`src/rtl/hh_row_filter3.sv`:
```
// hh_row_filter3
//   Horizontal 3-tap [1,2,1]/4 smoothing filter over a 16-bit pixel token
//   stream, one output token per input token, row edges replicated.
//   Sits directly downstream of the HH3 pass-through stage.
//
// Optional feature macro: HH_ROW_FILTER3_ROUND_EN
//   defined   -> f(sum) = (sum + 2) >> 2 (round half up)
//   undefined -> f(sum) = sum >> 2       (truncate)
//
// Ports:
//   CLK, RESET            clock, asynchronous active-high reset
//   In1_DATA/SEND/COUNT   upstream token (COUNT ignored)
//   In1_ACK               combinational consume strobe
//   Out1_DATA/SEND/COUNT  registered downstream token, one-cycle strobe
//   Out1_RDY              downstream can accept a token
//   Out1_ACK              downstream ack (unused)
module hh_row_filter3 #(
  parameter int IMG_WIDTH = 512,
  parameter int COL_W     = 16
) (
  input  logic        CLK,
  input  logic        RESET,
  input  logic [15:0] In1_DATA,
  input  logic        In1_SEND,
  input  logic [15:0] In1_COUNT,
  output logic        In1_ACK,
  output logic [15:0] Out1_DATA,
  output logic        Out1_SEND,
  output logic [15:0] Out1_COUNT,
  input  logic        Out1_RDY,
  input  logic        Out1_ACK
);

  typedef enum logic [1:0] {
    FIRST = 2'd0,
    RUN   = 2'd1,
    FLUSH = 2'd2
  } state_t;

  localparam logic [COL_W-1:0] LAST_COL = COL_W'(IMG_WIDTH - 1);

  state_t           state_q, state_d;
  logic [COL_W-1:0] col_q, col_d;
  logic [15:0]      p_prev2_q, p_prev2_d;
  logic [15:0]      p_prev1_q, p_prev1_d;
  logic [15:0]      out_data_q, out_data_d;
  logic             out_send_q, out_send_d;
  logic [15:0]      out_count_q, out_count_d;
  logic             fire_s;
  logic [17:0]      sum_mid_s;
  logic [17:0]      sum_edge_s;
  logic             unused_ok;

  assign unused_ok = ^{In1_COUNT, Out1_ACK};

  // Scale an 18-bit tap sum back to a 16-bit pixel.
  function automatic logic [15:0] filt(input logic [17:0] sum);
    logic [17:0] adj;
`ifdef HH_ROW_FILTER3_ROUND_EN
    adj = sum + 18'd2;
`else
    adj = sum;
`endif
    return adj[17:2];
  endfunction

  // Interior tap sum and right-edge sum (last pixel counted three times).
  always_comb begin
    sum_mid_s  = {2'b00, p_prev2_q} + {1'b0, p_prev1_q, 1'b0} + {2'b00, In1_DATA};
    sum_edge_s = {2'b00, p_prev2_q} + {1'b0, p_prev1_q, 1'b0} + {2'b00, p_prev1_q};
  end

  // Next-state, consume and emit decisions.
  always_comb begin
    state_d     = state_q;
    col_d       = col_q;
    p_prev2_d   = p_prev2_q;
    p_prev1_d   = p_prev1_q;
    out_data_d  = out_data_q;   // data holds after the strobe
    out_send_d  = 1'b0;
    out_count_d = 16'h0;
    fire_s      = 1'b0;
    case (state_q)
      FIRST: begin
        // Left edge: load both taps with the first pixel, nothing to emit yet.
        if (In1_SEND) begin
          fire_s    = 1'b1;
          p_prev2_d = In1_DATA;
          p_prev1_d = In1_DATA;
          col_d     = COL_W'(1);
          state_d   = RUN;
        end else begin
          state_d = FIRST;
        end
      end
      RUN: begin
        // The ~out_send_q term limits the rate to one token per two cycles.
        if (In1_SEND && Out1_RDY && !out_send_q) begin
          fire_s      = 1'b1;
          out_send_d  = 1'b1;
          out_data_d  = filt(sum_mid_s);
          out_count_d = 16'h1;
          p_prev2_d   = p_prev1_q;
          p_prev1_d   = In1_DATA;
          if (col_q == LAST_COL) begin
            state_d = FLUSH;
            col_d   = '0;
          end else begin
            col_d = col_q + COL_W'(1);
          end
        end else begin
          state_d = RUN;
        end
      end
      FLUSH: begin
        if (Out1_RDY && !out_send_q) begin
          out_send_d  = 1'b1;
          out_data_d  = filt(sum_edge_s);
          out_count_d = 16'h1;
          state_d     = FIRST;
        end else begin
          state_d = FLUSH;
        end
      end
      default: begin
        state_d = FIRST;
        col_d   = '0;
      end
    endcase
  end

  // Consume strobe, suppressed while in reset.
  always_comb begin
    In1_ACK = fire_s & ~RESET;
  end

  // State and output registers.
  always_ff @(posedge CLK or posedge RESET) begin
    if (RESET) begin
      state_q     <= FIRST;
      col_q       <= '0;
      p_prev2_q   <= 16'h0;
      p_prev1_q   <= 16'h0;
      out_data_q  <= 16'h0;
      out_send_q  <= 1'b0;
      out_count_q <= 16'h0;
    end else begin
      state_q     <= state_d;
      col_q       <= col_d;
      p_prev2_q   <= p_prev2_d;
      p_prev1_q   <= p_prev1_d;
      out_data_q  <= out_data_d;
      out_send_q  <= out_send_d;
      out_count_q <= out_count_d;
    end
  end

  assign Out1_DATA  = out_data_q;
  assign Out1_SEND  = out_send_q;
  assign Out1_COUNT = out_count_q;

endmodule

```
`config.mk`:
```
export PLATFORM = sky130hd
export DESIGN_NAME = hh_row_filter3
export DESIGN_NICKNAME = d
export VERILOG_FILES = /design/src/rtl/hh_row_filter3.sv
export SDC_FILE = /design/constraint.sdc
export NUM_CORES = 1
export LEC_CHECK = 0
export CORE_ASPECT_RATIO = 1.25
export CORE_MARGIN = 1.5
export CORE_UTILIZATION = 55
export CTS_CLUSTER_SIZE = 28
export DETAILED_ROUTE_END_ITERATION = 10
export GPL_ROUTABILITY_DRIVEN = 0
export PLACE_DENSITY_LB_ADDON = 0.2
export SLEW_MARGIN = 20
export SYNTH_ARGS = -nofsm -noshare
export SYNTH_HDL_FRONTEND = slang
export SYNTH_SLANG_ARGS = --single-unit
export TNS_END_PERCENT = 30
```
`constraint.sdc`:
```
create_clock -name CLK -period 5.43 [get_ports CLK]
set_input_delay 1.086 -clock CLK [delete_from_list [all_inputs] [get_ports CLK]]
set_output_delay 1.086 -clock CLK [all_outputs]
set_load 0.02 [all_outputs]
```
Word level (Yosys, flattened, before mapping)
Cells that the tools add are included.
Cells by class
  add/subtract/negate cells: 4
  equal/unequal tests: 7
  multiplexer cells: 25
  bitwise operators: 3
  reduce and logical (&&, ||, !) cells: 10
Operators by type and width (number)
  $mux W16: 8
  $pmux W16 S2: 3
  $pmux W16 S3: 1
  $add A18 B16 Y18: 2
  $add A16 B17 Y18: 1
  $add A16 B1 Y16 const B: 1
  $eq A16 B9 Y1 const B: 1
  $reduce_and A3 Y1: 3
  $mux W1: 6
  $mux W2: 3
  $ne A2 B2 Y1 const B: 3
  $pmux W1 S2: 3
  $pmux W2 S3: 1
  $reduce_bool A2 Y1: 2
  $logic_and A1 B1 Y1: 3
  $ne A3 B3 Y1 const B: 1
  $eq A2 B1 Y1 const B: 1
  $eq A2 B2 Y1 const B: 1
  $logic_not A2 Y1: 1
  $not A1 Y1: 2
  $and A1 B1 Y1: 1
  $logic_not A1 Y1: 1
Storage, ports and cells
  flip-flop bits (word level): 83
  input port bits: 37
  output and inout bits: 34
  logic and storage cells: 56

Depth between registers and ports, before layout
  word-level depth: 5
  depth in mapped cells: 18
  mapped depth without buffers: 18

Worst setup path before layout
Ideal clock, no wire load.
  path kind: register to register
  from: register p_prev1_q[0]
  to: register out_data_q[15] (netlist: Out1_DATA[15])
  library setup time: 0.124 ns
  arrival time: 3.671 ns
  required time: 5.306 ns
  path slack: 1.635 ns
  stages on the path, launching flop included: 18
  buffers on the path: 0
  clock period less this slack: 3.795 ns
  cells stage by stage: dfrtp_1 ha_1 inv_1 fa_1 nand2b_1 a21oi_1 o41ai_1 o21bai_1 a21oi_1 xnor2_1 ha_1 and3_1 a311oi_1 o311ai_2 a21oi_4 nor4bb_1 o21bai_1 o31a_1
On the way
  longest elaborated chain between the ends: 4
  elaborated cells between the ends (all ways): 6
  those cells by class: 3 x add/sub; 3 x mux
Ends and longest elaborated chain
  start: declaration: line 45  | logic [15:0] p_prev1_q, p_prev1_d;
  start signal: assignment: line 151  | p_prev1_q <= p_prev1_d;
  $add A16 B17 Y18: line 69, 70
  $add A18 B16 Y18 (on tied branches): line 70, 69
  $mux W16 (on tied branches): line 116, 98
  $pmux W16 S2 *: line 83  | case (state_q)
  end signal: assignment: line 152  | out_data_q <= out_data_d;
  end: declaration: line 46  | logic [15:0] out_data_q, out_data_d;
Mark *: on every way between the ends. The rest lies on a longest branch, timed or not. The select of a mux whose other input is x is not followed.
A chain may end at the register's enable or synchronous reset.

Worst setup path after layout
Same ends and word-level chain as after synthesis.

==> results.yml <==
timing:
  slew-limit-headroom_pct: 32.9
  min_period_ns: 4.42
  max_freq_ghz: 0.226
  fin_skew_ns: 0.00936
  maxSlewViolCount: 0
  finalCritPeriodShare_pct: 81.4
  tns_ns: 0
  rsz0062_at_grt: "no"
  setup_violations: 0
  worstMarginPinSlew_ns: 1.01
  hold_viol_final: 0
synth:
  synth_cell_types: 53
  synth-seq-cells: 67
  synth_xor_xnor_area_share_pct: 6.69
  async_flop_share_pct: 100
  syn_area_per_cell_sq_um: 9.49
  synth_compound_area_share_pct: 15.8
  synth_top_family_by_area: "compound AO/OA/AOI/OAI gates"
  dominantRegCellSynth: "dfrtp_1"
  ys_warn_count: 0
  synthSimpleGateAreaFrac_pct: 13.7
  synth_seq_area_share_pct: 36.6
  synth-edff-count: 0
  synth_area_sq_um: 4580
  netlist_instances: 483
  synthMuxAreaShare_pct: 11.9
  synth_fa_ha_area_share_pct: 9.99
final_layout:
  regArea_sq_um: 1680
  final_util_pct: 63.7
  antenna_cells: 0
  area_growth_pct: 13.3
  final_cell_count_no_fill: 620
  layout-drive-gt1-share_pct: 11.3
  nets: 591
  multi_input_area_sq_um: 2720
  n_fill_cell: 687
  final_cell_area_sq_um: 5190
critical_path:
  crit_cells: 18
  setup.worst_path.class: "flop to flop"
  ff2ff_setup_slack_ns: 1.01
  r2r-end: "Out1_DATA[15]$_DFFE_PP0P_"
  crit_slowest_cell: "o41ai_1"
  worstPathRequired_ns: 5.65
  critPathMaxFanout: 5
  crit_start: "p_prev1_q[0]$_DFFE_PP0P_"
  critPathMaxStageDelay_ns: 0.72
  crit_arrival_ns: 4.64
  path_delay_family: "compound AO/OA/AOI/OAI gates"
  worstReg2RegStart: "p_prev1_q[0]$_DFFE_PP0P_"
  crit_top_cell: "a21oi_1"
  startpoint_type: "flop"
  worstPathCellList: "ha_1 > inv_1 > fa_1 > nand2b_1 > a21oi_1 > o41ai_1 > o21bai_1 > a21oi_1 > xnor2_1 > ha_1 > a21oi_1 > a21boi_0 > a311oi_1 > o311ai_2 > a21oi_4 > nor4bb_1 > o21bai_1 > o31a_1"
  r2r_cells: 18
  critPathCaptureType: "flop"
  crit_buf_inv: 1
  setup.worst_path.end: "Out1_DATA[15]$_DFFE_PP0P_"
cts:
  hold_buffers: 0
  root_buffer: "clkbuf_8"
  cts_buffers: 9
  clk_path_buf_depth: 2
  cts_resized: 0
  htree_levels: 3
  clk_latency_ns: 0.34
  clkTransAtPathRegs_ns: 0.08
  cts_tree: "built"
  postCtsSetupBuffers: 0
  clock-sinks: 67
global_routing:
  grt.total_usage_pct: 21.2
  globalRoute.totalOverflow: 0
  grt_pass1_vias: 3409
  antenna_found_initial: 0
  grt_first_pass_wirelength_um: 15300
  grt_start_max_net_pins: 49
routing:
  drt_first_iter_violations: 124
  route.detailed.drc: 0
  drt_wl_total_um: 9030
  post_drt_wl_per_cell_um: 14.6
  drtAntennaViolNets: 0
  viasPerCell: 5.73
  drtPass1Iterations: 4
  via_count: 3550
floorplanning:
  num_rows: 37
  io_pins: 71
  die_w_um: 84.6
  die-area_sq_um: 8890
  start_util_pct: 56.2
  core_sq_um: 8150
  die_y_um: 105
run:
  max-cap-violations: 0
outcome:
  status: "completed"
place:
  place_area_sq_um: 4970
  dp_hpwl_um: 6560
  io_buffers: 38
  dp_cells: 604
worst_hold_path:
  hold_path.class: "flop to flop"
[layer usage]
| metal | GRT usage, % | share of wire [%] | vias up |
|---|---|---|---|
| li1 | - | - | 1761 |
| met5 | 0 | 0 | - |
| met2 | 36.7 | 51 | 68 |
| met1 | 25.6 | 44 | 1705 |
| met4 | 9.91 | 2.3 | 0 |
| met3 | 3.24 | 2.9 | 16 |
[how the worst min path moves through the flow]
| stage | start | to | slack (ns) | cells past startpoint |
|---|---|---|---|---|
| final | Out1_DATA[8]$_DFFE_PP0P_ | Out1_DATA[8]$_DFFE_PP0P_ | 0.48 | 2 |
| after global routing | Out1_DATA[10]$_DFFE_PP0P_ | Out1_DATA[10]$_DFFE_PP0P_ | 0.51 | 2 |
| after CTS | Out1_DATA[8]$_DFFE_PP0P_ | Out1_DATA[8]$_DFFE_PP0P_ | 0.49 | 2 |
| after detailed placement | Out1_DATA[8]$_DFFE_PP0P_ | Out1_DATA[8]$_DFFE_PP0P_ | 0.47 | 2 |
| after global placement | Out1_DATA[3]$_DFFE_PP0P_ | Out1_DATA[3]$_DFFE_PP0P_ | 0.46 | 2 |
| after floorplan | p_prev2_q[10]$_DFFE_PP0P_ | p_prev2_q[10]$_DFFE_PP0P_ | 0.46 | 2 |
[metrics by stage]
stage                     setup WS, ns  hold WS (ns)
after floorplan                   1.63         0.456
after global placement            1.19         0.464
after detailed placement          1.10         0.471
after CTS                         1.03         0.487
after global routing             0.745         0.512
final                             1.01         0.482
[final cells by class]
class / count / share of cell area, %
multi-input combinational: 384 / 52.4
clock inverter: 7 / 1.78
clock buffer: 9 / 2.39
timing repair buffer: 41 / 7.76
sequential: 67 / 32.3
inverter: 15 / 1.08
tap: 97 / 2.34
[cells in the final DEF, fill, tap and decap left out, types with 15 or more instances in the layout]
cell type and instances:
a21oi_1 25, clkdlybuf4s50_1 38, conb_1 15, dfrtp_1 67, ha_1 35, mux2_2 32
mux2i_1 17, nand2_1 53, nor2_1 29, o21ai_0 46, xnor2_1 21
[flip-flops by register name, indices dropped and copies added, names as in the netlist]
| register | count |
|---|---|
| Out1_COUNT | 1 |
| state_q | 2 |
| Out1_DATA | 16 |
| p_prev1_q | 16 |
| p_prev2_q | 16 |
| col_q | 16 |
[cells in the mapped netlist, types with 6 or more instances]
library cell / instances / share of area (%)
buf_4: 16 / 2.6
inv_1: 15 / 1.2
a21o_1: 7 / 1.1
nand2_1: 53 / 4.3
mux2i_1: 17 / 3.7
xor2_1: 14 / 2.7
nor2b_1: 6 / 0.82
clkbuf_1: 11 / 0.90
nand3_1: 11 / 1.2
mux2_2: 32 / 7.9
nor3_1: 8 / 0.87
a21oi_1: 25 / 2.7
dfrtp_1: 67 / 37
nand2b_1: 6 / 0.82
ha_1: 35 / 9.6
nor2_1: 29 / 2.4
o21ai_0: 46 / 5.0
xnor2_1: 21 / 4.0
[kinds of logic after synthesis]
logic type,Yosys count
multiplexers,50
AO/OA/AOI/OAI,114
AND/OR/NAND/NOR,134
other,1
adder cells (fa/ha/maj),36
flip-flops,67
XOR/XNOR,35
buffers and inverters,46
[worst reg2reg max path: cells and delay by family, from the launching register on]
kind | cells | cell delay [ns]
simple gates | 2 | 0.21
buf+inv | 1 | 0.07
flops | 1 | 0.41
compound gates | 11 | 2.73
xor+xnor | 1 | 0.15
fa+ha+maj | 3 | 0.73
Power is left out: the tool's default activity adds up to more than one toggle a clock period on the data nets, which glitch-free logic cannot reach.
